[src/rtl/memory_arbiter_pkg.sv]
// Shared types and defaults for the CPU/IOP memory arbiter.
// Optional feature macro: ARB_ROUND_ROBIN_EN (round-robin tie break).
package memory_arbiter_pkg;

    localparam int unsigned DEF_ADDR_W       = 17;
    localparam int unsigned DEF_DATA_W       = 32;
    localparam int unsigned DEF_LOCK_TIMEOUT = 64;

    typedef enum logic [1:0] {
        ST_IDLE   = 2'd0,
        ST_ACCESS = 2'd1,
        ST_DONE   = 2'd2
    } state_t;

    typedef enum logic {
        OWNER_CPU = 1'b0,
        OWNER_IOP = 1'b1
    } owner_t;

    function automatic owner_t other_owner(input owner_t o);
        return (o == OWNER_CPU) ? OWNER_IOP : OWNER_CPU;
    endfunction

endpackage

[src/rtl/memory_arbiter_arb_pick.sv]
// Combinational winner selection for the memory arbiter.
// ARB_ROUND_ROBIN_EN: ties go to the requester not served last;
// otherwise fixed priority IOP > CPU.
module memory_arbiter_arb_pick
    import memory_arbiter_pkg::*;
(
    input  logic   i_cpu_req,
    input  logic   i_iop_req,
    input  logic   i_lock_valid,
    input  owner_t i_lock_owner,
`ifdef ARB_ROUND_ROBIN_EN
    input  owner_t i_rr_last,
`endif
    output logic   o_valid,
    output owner_t o_owner
);

    // Only the lock holder is eligible while a lock is held; otherwise resolve ties
    always_comb begin
        o_valid = 1'b0;
        o_owner = OWNER_CPU;
        if (i_lock_valid) begin
            o_owner = i_lock_owner;
            o_valid = (i_lock_owner == OWNER_IOP) ? i_iop_req : i_cpu_req;
        end else if (i_cpu_req && i_iop_req) begin
            o_valid = 1'b1;
`ifdef ARB_ROUND_ROBIN_EN
            o_owner = other_owner(i_rr_last);
`else
            o_owner = OWNER_IOP;
`endif
        end else if (i_iop_req) begin
            o_valid = 1'b1;
            o_owner = OWNER_IOP;
        end else if (i_cpu_req) begin
            o_valid = 1'b1;
            o_owner = OWNER_CPU;
        end
    end

endmodule

[src/rtl/memory_arbiter.sv]
// Shares a single-port memory between CPU and IOP with req/ack handshakes,
// 3-cycle accesses (IDLE/ACCESS/DONE) and locked read-modify-write support.
// Optional feature macro: ARB_ROUND_ROBIN_EN (round-robin tie break).
module memory_arbiter
    import memory_arbiter_pkg::*;
#(
    parameter int unsigned ADDR_W       = DEF_ADDR_W,
    parameter int unsigned DATA_W       = DEF_DATA_W,
    parameter int unsigned LOCK_TIMEOUT = DEF_LOCK_TIMEOUT
) (
    input  logic              clock,
    input  logic              reset,
    input  logic              cpu_req,
    input  logic              cpu_we,
    input  logic              cpu_lock,
    input  logic [ADDR_W-1:0] cpu_addr,
    input  logic [DATA_W-1:0] cpu_wdata,
    output logic              cpu_ack,
    output logic [DATA_W-1:0] cpu_rdata,
    input  logic              iop_req,
    input  logic              iop_we,
    input  logic              iop_lock,
    input  logic [ADDR_W-1:0] iop_addr,
    input  logic [DATA_W-1:0] iop_wdata,
    output logic              iop_ack,
    output logic [DATA_W-1:0] iop_rdata,
    output logic [ADDR_W-1:0] mem_addr,
    output logic              mem_we,
    output logic [DATA_W-1:0] mem_wdata,
    input  logic [DATA_W-1:0] mem_rdata,
    output logic              lock_timeout
);

    localparam int unsigned CNT_W = (LOCK_TIMEOUT > 1) ? $clog2(LOCK_TIMEOUT) : 1;

    state_t            r_state;
    state_t            w_state_next;
    owner_t            r_owner;
    logic              r_owner_we;
    logic              r_owner_lock;
    logic              r_lock_valid;
    owner_t            r_lock_owner;
    logic [CNT_W-1:0]  r_lock_cnt;
    logic              r_lock_timeout;
    logic [DATA_W-1:0] r_cpu_rdata;
    logic [DATA_W-1:0] r_iop_rdata;
    logic              w_grant_valid;
    owner_t            w_grant_owner;
    logic              w_holder_req;
`ifdef ARB_ROUND_ROBIN_EN
    owner_t            r_rr_last;
`endif

    memory_arbiter_arb_pick u_pick (
        .i_cpu_req    (cpu_req),
        .i_iop_req    (iop_req),
        .i_lock_valid (r_lock_valid),
        .i_lock_owner (r_lock_owner),
`ifdef ARB_ROUND_ROBIN_EN
        .i_rr_last    (r_rr_last),
`endif
        .o_valid      (w_grant_valid),
        .o_owner      (w_grant_owner)
    );

    assign w_holder_req = (r_lock_owner == OWNER_IOP) ? iop_req : cpu_req;
    assign cpu_rdata    = r_cpu_rdata;
    assign iop_rdata    = r_iop_rdata;
    assign lock_timeout = r_lock_timeout;

    // State register
    always_ff @(posedge clock) begin
        if (reset) r_state <= ST_IDLE;
        else       r_state <= w_state_next;
    end

    // Next state: leave IDLE only on a grant, then ACCESS and DONE take one cycle each
    always_comb begin
        w_state_next = r_state;
        case (r_state)
            ST_IDLE:   if (w_grant_valid) w_state_next = ST_ACCESS;
            ST_ACCESS: w_state_next = ST_DONE;
            ST_DONE:   w_state_next = ST_IDLE;
            default:   w_state_next = ST_IDLE;
        endcase
    end

    // Outputs: memory bus only in ACCESS, ack only in DONE; everything quiet under reset
    always_comb begin
        mem_addr  = '0;
        mem_we    = 1'b0;
        mem_wdata = '0;
        cpu_ack   = 1'b0;
        iop_ack   = 1'b0;
        if (!reset) begin
            case (r_state)
                ST_ACCESS: begin
                    mem_we = r_owner_we;
                    if (r_owner == OWNER_IOP) begin
                        mem_addr  = iop_addr;
                        mem_wdata = iop_wdata;
                    end else begin
                        mem_addr  = cpu_addr;
                        mem_wdata = cpu_wdata;
                    end
                end
                ST_DONE: begin
                    cpu_ack = (r_owner == OWNER_CPU);
                    iop_ack = (r_owner == OWNER_IOP);
                end
                default: ;
            endcase
        end
    end

    // Latch owner and its command attributes at grant time
    always_ff @(posedge clock) begin
        if (reset) begin
            r_owner      <= OWNER_CPU;
            r_owner_we   <= 1'b0;
            r_owner_lock <= 1'b0;
        end else if (r_state == ST_IDLE && w_grant_valid) begin
            r_owner      <= w_grant_owner;
            r_owner_we   <= (w_grant_owner == OWNER_IOP) ? iop_we : cpu_we;
            r_owner_lock <= (w_grant_owner == OWNER_IOP) ? iop_lock : cpu_lock;
        end
    end

    // Lock bookkeeping: set/clear on completion, revoke after LOCK_TIMEOUT idle holder cycles
    always_ff @(posedge clock) begin
        if (reset) begin
            r_lock_valid   <= 1'b0;
            r_lock_owner   <= OWNER_CPU;
            r_lock_cnt     <= '0;
            r_lock_timeout <= 1'b0;
        end else begin
            r_lock_timeout <= 1'b0;
            case (r_state)
                ST_IDLE: begin
                    if (w_grant_valid) begin
                        r_lock_cnt <= '0;
                    end else if (r_lock_valid && !w_holder_req) begin
                        if (r_lock_cnt == CNT_W'(LOCK_TIMEOUT - 1)) begin
                            r_lock_valid   <= 1'b0;
                            r_lock_cnt     <= '0;
                            r_lock_timeout <= 1'b1;
                        end else begin
                            r_lock_cnt <= r_lock_cnt + 1'b1;
                        end
                    end
                end
                ST_DONE: begin
                    r_lock_valid <= r_owner_lock;
                    r_lock_owner <= r_owner;
                    r_lock_cnt   <= '0;
                end
                default: ;
            endcase
        end
    end

    // Capture read data on the edge that ends ACCESS; writes leave it untouched
    always_ff @(posedge clock) begin
        if (reset) begin
            r_cpu_rdata <= '0;
            r_iop_rdata <= '0;
        end else if (r_state == ST_ACCESS && !r_owner_we) begin
            if (r_owner == OWNER_IOP) r_iop_rdata <= mem_rdata;
            else                      r_cpu_rdata <= mem_rdata;
        end
    end

`ifdef ARB_ROUND_ROBIN_EN
    // Remember who was served last; a locked sequence keeps the same owner so counts once
    always_ff @(posedge clock) begin
        if (reset)                  r_rr_last <= OWNER_IOP;
        else if (r_state == ST_DONE) r_rr_last <= r_owner;
    end
`endif

endmodule
[config.mk]
export PLATFORM = sky130hd
export DESIGN_NAME = memory_arbiter
export DESIGN_NICKNAME = d
export VERILOG_FILES = /design/src/rtl/memory_arbiter_pkg.sv /design/src/rtl/memory_arbiter_arb_pick.sv /design/src/rtl/memory_arbiter.sv
export SDC_FILE = /design/constraint.sdc
export NUM_CORES = 1
export LEC_CHECK = 0
export ABC_AREA = 1
export CORE_MARGIN = 8
export CORE_UTILIZATION = 39
export DETAILED_ROUTE_END_ITERATION = 12
export MAX_ROUTING_LAYER = met4
export PLACE_DENSITY = 0.87
export SYNTH_ARGS = -nofsm -noshare
export SYNTH_HDL_FRONTEND = slang
export SYNTH_SLANG_ARGS = --single-unit
[constraint.sdc]
create_clock -name clock -period 3.28 [get_ports clock]
set_input_delay 0.328 -clock clock [delete_from_list [all_inputs] [get_ports clock]]
set_output_delay 0.328 -clock clock [all_outputs]
set_load 0.005 [all_outputs]
# Word level (Yosys, flattened, before mapping)
# Index checks and enable logic that the tools add are counted.
[classes]
addsub = 1
eq_ne = 8
muxes = 33
bitwise_logic = 3
n_reduce_logical = 13
[op_table]
columns = ["cell", "n"]
rows = [
  ["2-to-1 mux 32 bit", 3],
  ["2-to-1 mux 17 bit", 3],
  ["2-to-1 mux 1 bit", 20],
  ["2-to-1 mux 6 bit", 3],
  ["case mux 6 bit (2 select lines)", 1],
  ["adder 6 x 1 -> 6 bit (second input constant)", 1],
  ["== test 6 bit (second input constant)", 1],
  ["AND reduction 2 bit", 3],
  ["logical AND 1 bit", 4],
  ["!= test 2 x 1 -> 1 bit (second input constant)", 2],
  ["!= test 2 bit (second input constant)", 2],
  ["case mux 2 bit (2 select lines)", 1],
  ["AND reduction 4 bit", 1],
  ["OR reduction 4 bit", 1],
  ["!= test 3 x 2 -> 1 bit (second input constant)", 1],
  ["NOT 1 bit", 3],
  ["== test 2 x 1 -> 1 bit (second input constant)", 1],
  ["== test 2 bit (second input constant)", 1],
  ["zero test 1 bit", 2],
  ["zero test 2 bit", 1],
  ["2-to-1 mux 2 bit", 1],
  ["case mux 1 bit (2 select lines)", 1],
  ["nonzero test 2 bit", 1],
]
[word_totals]
ff_bits = 78
input_bits = 138
out_inout_bits = 117
wordCells = 68

# Longest topological paths before layout
[logic_depth]
word_depth = 6
mapped_depth = 9
mapped_depth_nobuf = 9

# Modules after synthesis
# From an unflattened synthesis, not the netlist that was laid out.
[unflattened]
cells_unflattened = 563
area_unflattened_um2 = 3632.2
[by_module_without_submodules]
columns = ["module", "instances", "cells_per_inst", "area_each_um2", "seq_area_each_um2"]
rows = [
  ["memory_arbiter", 1, 555, 3601.0, 1561.5],
  ["memory_arbiter_arb_pick", 1, 8, 31.3, 0.0],
]

# Worst setup path before layout
# Ideal clock, no wire load.
[synth_timing]
path_kind = "flip-flop to output port"
from = "reg r_owner"
to = "out mem_addr[4]"
arrival_time_ns = 1.050
t_required_ns = 2.952
path_slack_ns = 1.902
path_stages_with_launch = 6
n_path_buf = 2
cell_sequence = "dfxtp_1 -> buf_2 -> inv_2 -> clkbuf_1 -> nand2_1 -> a21oi_2"
[synth_via]
elab_chain_len = 3
[synth_rtl]
columns = ["element", "line_no", "text"]
rows = [
  ["start, declared", "memory_arbiter.sv:38", "owner_t r_owner;"],
  ["start signal, assigned", "memory_arbiter.sv:123", "r_owner <= w_grant_owner;"],
  ["2-to-1 mux 17 bit", "memory_arbiter.sv:99", "if (r_owner == OWNER_IOP) begin"],
  ["2-to-1 mux 17 bit", "memory_arbiter.sv:96", "case (r_state)"],
  ["2-to-1 mux 17 bit", "memory_arbiter.sv:95", "if (!reset) begin"],
  ["end, declared", "memory_arbiter.sv:27", "output logic [ADDR_W-1:0] mem_addr,"],
]
# Every way passes these cells.

# Final worst setup path
[layout_timing]
from = "in reset"
to = "out mem_wdata[1]"
[layout_via]
elab_chain_len = 1
[layout_rtl]
columns = ["element", "line_no", "text"]
rows = [
  ["start, declared", "memory_arbiter.sv:12", "input logic reset,"],
  ["2-to-1 mux 32 bit", "memory_arbiter.sv:95", ""],
  ["end, declared", "memory_arbiter.sv:29", "output logic [DATA_W-1:0] mem_wdata,"],
]
# Every way passes these cells.

==> impl_metrics.ini <==
[clock_network]
ctsResizeCount = 0
cts.sinks = 78
clockBufferDepth = 2
cts_hold_buffers = 0
numCtsBuffers = 9
clkTransAtPathRegs_ns = 0.08
root_buffer = clkbuf_8
cts_max_level = 3
cts_setup_buffers = 0
clk_latency_ns = 0.35
cts_tree = yes

[routing]
via_count = 4568
final_antenna_net_count = 0
drtIter0Drc = 334
wl_per_cell_um = 16.8
drt_wl_total_mm = 15.6
drtPass1Iterations = 10
viasPerCell = 4.92
route.detailed.drc = 0

[floorplanning]
core_um2 = 9590
die_h_um = 114
die_area_um2 = 13100
die_w_um = 114
rows = 36
pin_count = 255
start_util_pct = 39.3

[sta]
holdWs_ns = 0.486
fmax_ghz = 0.367
timing.final.crit_share_pct = 83.1
finalHoldViolations = 0
maxSlewHeadroom_pct = 35.7
setup_tns_ns = 0
period_needed_ns = 2.73
finalSetupViolations = 0
final_max_slew_viol_count = 0
layout_setup_ws_ns = 0.553
fin_skew_ns = 0.0166
tightest_slew_ns = 0.963
rsz0062_at_grt = no

[power_and_ir_drop]
p_total_mw = 2.65
power_leakage_nw = 2.47
net-switching-power_mw = 0.765
clock_power_share_pct = 30.7
ir_drop_v = 0.000194
swShare_pct = 28.9
power_density_nw_per_um2 = 408
intPower_mw = 1.88
p_comb_share_pct = 28.9
p_seq_share_pct = 40.3

[synth]
synth_nets = 699
synth.avg_cell_area_um2 = 6.73
synth.distinct_cells = 20
ys_warn_count = 0
yosys.area.top_type = dfxtp_1
synth-seq-cells = 78
yosysSeqAreaShare_pct = 41.4
synth_area_leaders = dfxtp_1 (41%), nor2_1 (15%), nand2_1 (13%), o21ai_0 (9.6%), a21oi_1 (4.6%)
synth_top_area_share_pct = 41.4
synth.most_common_cell = nor2_1
synthCells = 560
synthArstFlopShare_pct = 0
ys_top_cells_by_count = nor2_1 (147), nand2_1 (129), dfxtp_1 (78)
synthesis.area_um2 = 3770
synth_ff_type = dfxtp_1
synth_edf_count = 0

[placement]
routabilityCongestion = 0.992
dpl_cell_area_um2 = 6270
place_ws_ns = 0.552
portBuffers = 254
post-dp-hpwl_mm = 12.3

[critical_path]
r2r-end = cpu_rdata[16]$_SDFFE_PP0P_
arrival_ns = 2.40
end_kind = primary output
critical_path.startpoint_type = input pin
r2r_start = r_owner$_SDFFE_PP0P_
worstPathMaxFanout = 50
r2r_cells = 5
cp.required_ns = 2.95
path_class = in2out
r2r_slack_ns = 0.98

[flow_run]
maxCapViolCount = 0

[global_route]
grt_pass1_vias = 4602
grt_max_degree = 74
antenna_found_initial = 0
grt_overflow_total = 0
track_usage_pct = 23.7
grt_first_pass_wirelength_mm = 23.6

[min_path]
hold_start = cpu_rdata[3]$_SDFFE_PP0P_
hold_end = cpu_rdata[3]$_SDFFE_PP0P_
worstHoldPathCells = 2
holdCritPathClass = reg2reg

[final_layout]
stdcell_area_um2 = 6500
syn2layout_area_growth_pct = 72.4
multi_input_area_um2 = 1890
diodes = 0
layout-drive-gt1-share_pct = 6.16
layout.nets = 930
fillers = 785
regArea_um2 = 1560

[outcome]
status = finished clean
[sequential cells by signal (all words and copies together), names as in the netlist]
register,count
r_owner_lock,1
r_lock_owner,1
r_lock_valid,1
iop_rdata,32
r_lock_cnt,6
r_owner,1
cpu_rdata,32
r_owner_we,1
r_state,2
lock_timeout,1
[logic make-up (layout without fill, tap and decap cells)]
family,Yosys count,after routing,synth area share [%]
flip-flops,78,78,41.4
AND/OR/NAND/NOR,291,291,30.6
buffers and inverters,61,297,8.40
adder cells (fa/ha/maj),1,1,0.332
AO/OA/AOI/OAI,129,129,19.2
[critical path, stage by stage]
cell and delay (ns):
clkdlybuf4s50_1 0.65, nor2_4 0.07, inv_2 0.70, a21oi_1 0.12, clkdlybuf4s50_1 0.52
[power by group through the flow]
stage / sequential [mW] / clock (mW) / combinational, mW
global route: 1.08 / 0.875 / 0.837
global placement: 1.09 / 0 / 0.747
CTS: 1.07 / 0.826 / 0.769
finish: 1.07 / 0.814 / 0.765
detailed placement: 1.09 / 0 / 0.766
floorplan: 1.09 / 0 / 0.336
[area by class of cell]
class                           count  share of cell area (%)
Timing Repair Buffer              255                    39.3
Tap cell                          133                    2.56
Clock buffer                       10                    2.12
Multi-Input combinational cell    421                    29.1
Inverter                           26                    1.50
Clock inverter                      6                    1.43
Sequential cell                    78                    24.1
[per-stage QoR]
stage	util [%]	std cells
finish	67.7	929
global route	67.7	929
CTS	67.7	929
detailed placement	65.3	913
global placement	65.3	913
floorplan	-	560
[cell usage in the layout, fill, tap and decap left out]
master	n
clkdlybuf4s50_1	254
nor2_1	147
nand2_1	129
dfxtp_1	77
o21ai_0	72
a21oi_1	35
a21oi_2	20
inv_1	19
clkbuf_8	10
inv_2	7
nand3_1	7
nor2_4	2
nand3_4	2
nand4_1	2
clkinvlp_4	2
inv_6	2
bufinv_16	2
nor3_1	1
nand3b_1	1
o21bai_1	1
o21ai_1	1
ha_1	1
buf_4	1
dfxtp_2	1
[layer usage]
layer	share of wire, %	GRT usage, %	wire [µm]
met1	37	23.7	5750
met2	52	43.1	8110
met3	9.5	7.81	1490
met4	1.7	7.19	265
met5	0	-	0
[worst max-delay path by stage]
| stage | start | to | slack, ns | cells after the start |
|---|---|---|---|---|
| 2_1_floorplan | r_owner$_SDFFE_PP0P_ | mem_addr[4] | 1.90 | 5 |
| 3_3_place_gp | reset | mem_wdata[21] | 0.64 | 5 |
| 3_5_place_dp | reset | mem_wdata[1] | 0.55 | 5 |
| 4_1_cts | reset | mem_wdata[1] | 0.54 | 5 |
| 5_1_grt | r_state[1]$_SDFFE_PP0P_ | mem_wdata[11] | 0.37 | 6 |
| 6_report | reset | mem_wdata[1] | 0.55 | 5 |
Note: power is estimated with default switching activity, not from simulation.
